## src/rtl/clockmon_mc.sv

```systemverilog
// clockmon_mc: multi-channel clock presence, frequency (edges per gate window) and range monitor.
module clockmon_mc #(
    parameter int CHANNELS = 4,
    parameter int GATE     = 1024,
    parameter int TIMEOUT  = 16,
    parameter int CNTWIDTH = 16
) (
    input  logic                         clk,
    input  logic                         reset,
    input  logic [CHANNELS-1:0]          mon_tgl,
    input  logic [CNTWIDTH-1:0]          lo_limit,
    input  logic [CNTWIDTH-1:0]          hi_limit,
    output logic [CHANNELS-1:0]          detected,
    output logic [CHANNELS-1:0]          inrange,
    output logic [CHANNELS*CNTWIDTH-1:0] freq_cnt,
    output logic                         freq_valid
);
    localparam int GW = $clog2(GATE);
    localparam int TW = $clog2(TIMEOUT);
    localparam logic [GW-1:0] GLAST = GW'(GATE - 1);
    localparam logic [TW-1:0] TLAST = TW'(TIMEOUT - 1);

    logic [GW-1:0]                       gcnt_q, gcnt_d;
    logic                                wend;
    logic                                fv_q, fv_d;
    logic [CHANNELS-1:0][2:0]            s_q, s_d;
    logic [CHANNELS-1:0]                 e_q, e_d;
    logic [CHANNELS-1:0]                 det_q, det_d;
    logic [CHANNELS-1:0]                 inr_q, inr_d;
    logic [CHANNELS-1:0][TW-1:0]         tcnt_q, tcnt_d;
    logic [CHANNELS-1:0][CNTWIDTH-1:0]   acc_q, acc_d;
    logic [CHANNELS-1:0][CNTWIDTH-1:0]   fcnt_q, fcnt_d;

    always_comb begin
        wend   = gcnt_q == GLAST;
        gcnt_d = wend ? '0 : gcnt_q + GW'(1);
        fv_d   = wend;
        s_d    = s_q;
        e_d    = e_q;
        det_d  = det_q;
        inr_d  = inr_q;
        tcnt_d = tcnt_q;
        acc_d  = acc_q;
        fcnt_d = fcnt_q;
        for (int i = 0; i < CHANNELS; i++) begin
            s_d[i]    = {s_q[i][1:0], mon_tgl[i]};
            e_d[i]    = s_q[i][1] ^ s_q[i][2];
            tcnt_d[i] = e_q[i] ? '0 : (tcnt_q[i] == TLAST) ? TLAST : tcnt_q[i] + TW'(1);
            det_d[i]  = tcnt_q[i] != TLAST;
            // an edge seen on the window-end cycle seeds the next window
            acc_d[i]  = wend ? CNTWIDTH'(e_q[i]) :
                        (&acc_q[i]) ? acc_q[i] : acc_q[i] + CNTWIDTH'(e_q[i]);
            fcnt_d[i] = wend ? acc_q[i] : fcnt_q[i];
            inr_d[i]  = det_q[i] && (wend ? (acc_q[i] >= lo_limit && acc_q[i] <= hi_limit) : inr_q[i]);
        end
    end

    always_ff @(posedge clk or posedge reset) begin
        if (reset) begin
            gcnt_q <= '0;
            fv_q   <= 1'b0;
            s_q    <= '0;
            e_q    <= '0;
            det_q  <= '0;
            inr_q  <= '0;
            tcnt_q <= {CHANNELS{TLAST}};
            acc_q  <= '0;
            fcnt_q <= '0;
        end else begin
            gcnt_q <= gcnt_d;
            fv_q   <= fv_d;
            s_q    <= s_d;
            e_q    <= e_d;
            det_q  <= det_d;
            inr_q  <= inr_d;
            tcnt_q <= tcnt_d;
            acc_q  <= acc_d;
            fcnt_q <= fcnt_d;
        end
    end

    assign detected   = det_q;
    assign inrange    = inr_q;
    assign freq_cnt   = fcnt_q;
    assign freq_valid = fv_q;
endmodule

```

## config.mk

```make
export PLATFORM = sky130hd
export DESIGN_NAME = clockmon_mc
export DESIGN_NICKNAME = d
export VERILOG_FILES = /design/src/rtl/clockmon_mc.sv
export SDC_FILE = /design/constraint.sdc
export NUM_CORES = 1
export LEC_CHECK = 0
export CORE_MARGIN = 8
export CORE_UTILIZATION = 50
export CTS_CLUSTER_SIZE = 40
export DETAILED_ROUTE_END_ITERATION = 7
export PLACE_DENSITY = 0.8
export SLEW_MARGIN = 30
export SYNTH_ARGS = -nofsm -noshare
export SYNTH_HDL_FRONTEND = slang
export SYNTH_SLANG_ARGS = --single-unit
```

## constraint.sdc

```tcl
create_clock -name clk -period 10 [get_ports clk]
set_clock_uncertainty 0.15 [all_clocks]
set_input_delay 2 -clock clk [delete_from_list [all_inputs] [get_ports clk]]
set_output_delay 2 -clock clk [all_outputs]
set_load 0.03 [all_outputs]
```

==> summary by stage <==
Outcome
The flow ran to the end, and the final reports show no timing, DRC or antenna violations.

Cells and area
The final net count is 1394. In the final layout, the share of cells above drive strength 1 is 5.29%. The layout-stage area growth over the synthesis result is 19.0%. The number of antenna diodes in the final layout is 0.

The finished layout holds 1503 standard cells, fillers aside.

Hold path
The number of cells traversed by the worst hold path is 0. The class of the most critical hold timing path is reg -> reg.

Drt
After detailed routing, the average wire length per cell comes to 18.5 microns. The final routed wirelength across all metal layers is 27.9 mm. The residual DRC count is 0. The number of DRC markers in iteration 0 is 640. The via count is 8809. Using the TritonRoute via totals, the vias-per-cell ratio works out to 5.86. The iteration count of the initial detailed-routing pass is 5. The number of routed nets with antenna violations is 0.

Clock tree
The clock network latency to the later pin of the worst-skew pair is 0.44 ns. CTS saw 179 sinks. The count of instances resized after the clock tree is built is 0.

TritonCTS built the clock tree. The number of buffers added to fix hold violations after cts is 0. In this run, CTS created clock tree buffers numbering 17. The number of buffers on the longest clock path is 2. Clock-pin slew was measured on the worst setup and hold paths at 0.07 ns.

The number of setup buffers added after CTS is 0. The total number of H-tree levels is 4. The cell chosen for the clock root is clkbuf_16.

Power and ir drop
The static leakage is 0.00594 uW. The total power density per cell area is 167 nW/um^2. Power comes to 2070 uW. VDD sags by at most 0.128 mV.

Synth
Ranked by instance count, the synthesized netlist is headed by 228 x nand2_1, 163 x dfrtp_1, 141 x ha_1. In this run the mean area of a mapped cell was 9.38 sq um. The total nets after synthesis is 1292. The number of enable flip-flop cells after synthesis is 0. The count of synthesis-stage warnings from yosys is 0.

Yosys attributes the largest share of cell area to dfrtp_1 39%, ha_1 17%, nand2_1 8.2%. The most repeated cell in the gate-level netlist after synthesis is nand2_1. The post-synth design cell area is 10400 sq um. The synthesized design spends more area on one cell type than any other, namely dfrtp_1. The count of distinct cell types in the synthesized netlist is 58. Of all flip-flops after synthesis, the portion carrying an async set or reset was 100%. The gate count of the mapped netlist is 1113.

After synthesis the netlist holds a flip-flop and latch count of 179. The fraction of post-synthesis cell area in the top cell type by area is 39.1%. The part of the Yosys area used for sequential elements is 43.1%. The flip-flop cell with the highest count after synthesis is dfrtp_1.

Floorplan
The initial cell density of the core is 50.3%. Pin placement for this block handled 111 I/O pins. The floorplan step defined a die boundary enclosing 25800 sq um.

The area of the placeable core is 20800 sq um. Measured along the x axis, the die boundary spans 160 microns. In this run the vertical extent of the chip is 160 microns. The floorplan has 53 rows.

GRT
The via count of the first global-routing pass was 8768. The initial antenna violation count is 0. The overall routing resource usage is 21.6%. The largest net degree at the start of global routing is 100. The leftover overflow at the end of global routing is 0. The first global-routing pass estimated 44.8 mm of wire.

Place
The total placed cells including tap cells is 1471. The routability congestion estimate from global placement is 0.931. The sum of net half-perimeters after detailed placement is 19.7 mm. In this run the tool buffered the top-level ports with 110 buffer cells.

Timing
The number of hold violations in the final report is 0. Setup repair after global routing left no endpoint under its margin. The minimum clock period is 3.86 ns. Dividing the final minimum period by the clock period gives 38.6%. Adding up every negative setup slack in the final design gives 0 ns. The number of max-slew violations in the final report is 0. The pin slew with the least headroom to its limit is 0.876 ns. The normalized max-slew margin is 41.6%. The number of setup violations in the final report is 0. The fmax is 259 MHz.

Job
The number of violations of the max-capacitance limit is 0.

Critical path
Data arrives at the worst endpoint at 4.06 ns. The cell count of the worst reg-to-reg path is 9. The slowest library cell on the worst path is clkdlybuf4s50_1.

Data on the critical path is required at its endpoint by 10.21 ns. On the worst path, the slowest cell contributes a delay of 0.45 ns. The startpoint type of the worst setup path is a primary input. The maximum fanout along the worst path is 4. The signal on the critical path passes through clkdlybuf4s50_1 -> inv_1 -> ha_1 -> a21oi_1 -> o21ai_0 -> a221o_1 -> o311a_1 -> nor3_1. The type of the worst setup path is in -> reg. The worst setup path is captured at a flip-flop.
## cell usage in the layout, fill, tap and decap left out, drive strengths merged, types with 12 or more instances in the layout
| cell type | count |
|---|---|
| a21oi | 68 |
| a31oi | 18 |
| clkbuf | 20 |
| clkdlybuf4s50 | 110 |
| dfrtp | 163 |
| dfstp | 16 |
| ha | 141 |
| inv | 54 |
| nand2 | 228 |
| nand3 | 42 |
| nand4 | 40 |
| nor2 | 78 |
| nor3 | 25 |
| o21ai | 35 |
| xnor2 | 30 |
| xor2 | 12 |
## worst max-delay path: cells and delay by family
family | cells | cell delay [ns]
AOI/OAI and AO/OA | 4 | 0.99
adders and majority gates | 1 | 0.36
buffers and inverters | 2 | 0.58
and+or+nand+nor | 1 | 0.13
## registers in the layout, indices dropped and copies added (netlist names)
register and cells:
e_q 4, s_q 4, detected 4, tcnt_q 16
inrange 4, s_d 8, freq_valid 1, acc_q 64
gcnt_q 10, freq_cnt 64
## metrics by stage
stage / util, % / cell area [sq um] / hold WS (ns) / worst slack, ns
after global routing: 59.8 / 12400 / 0.219 / 6.05
after floorplan: - / 10400 / 0.181 / 3.02
after CTS: 59.8 / 12400 / 0.210 / 6.19
final: 59.8 / 12400 / 0.205 / 6.14
after detailed placement: 56.8 / 11800 / 0.195 / 5.73
after global placement: 56.6 / 11800 / 0.182 / 5.64
## routing by layer
layer	vias up	wire length, microns	track usage (%)
li1	4190	-	-
met1	4269	11900	26.7
met2	281	13500	36.2
met3	69	1520	3.84
met4	0	927	9.73
met5	-	0	0
## path summary, 6_finish.rpt
| kind | slack, ns | from | endpoint |
|---|---|---|---|
| min | 0.20 | s_d[1]$_DFF_PP0_ | s_d[2]$_DFF_PP0_ |
| max reg2reg | 6.82 | gcnt_q[0]$_DFF_PP0_ | inrange[0]$_DFF_PP0_ |
| max | 6.14 | hi_limit[7] | inrange[2]$_DFF_PP0_ |
| max in group asynchronous | 6.54 | reset | tcnt_q[10]$_DFF_PP1_ |
| min reg2reg | 0.20 | s_d[1]$_DFF_PP0_ | s_d[2]$_DFF_PP0_ |
| min in group asynchronous | 1.92 | reset | gcnt_q[3]$_DFF_PP0_ |
## report_power, final
part | total [uW] | internal, uW | switching, uW
combinational | 420 | 188 | 231
clock | 715 | 413 | 302
sequential | 937 | 795 | 142
total | 2070 | 1400 | 676
## cell type report
class                           count  area, sq um
Fill cell                        1743         8340
Multi-Input combinational cell    853         5600
Sequential cell                   179         4500
Timing Repair Buffer              114         1150
Clock buffer                       20          457
Tap cell                          275          344
Inverter                           50          198
Clock inverter                     12          170
## logic make-up (layout without fill, tap and decap cells)
logic type | count (synthesis) | count (layout) | synth area share (%)
and+or+nand+nor | 479 | 479 | 21.6
AOI/OAI and AO/OA | 191 | 191 | 11.6
DFF | 179 | 179 | 43.1
adders and majority gates | 141 | 141 | 16.9
buffers and inverters | 81 | 196 | 3.30
xor gates and xnor gates | 42 | 42 | 3.52
No activity file was read; power rests on OpenSTA's default activity.
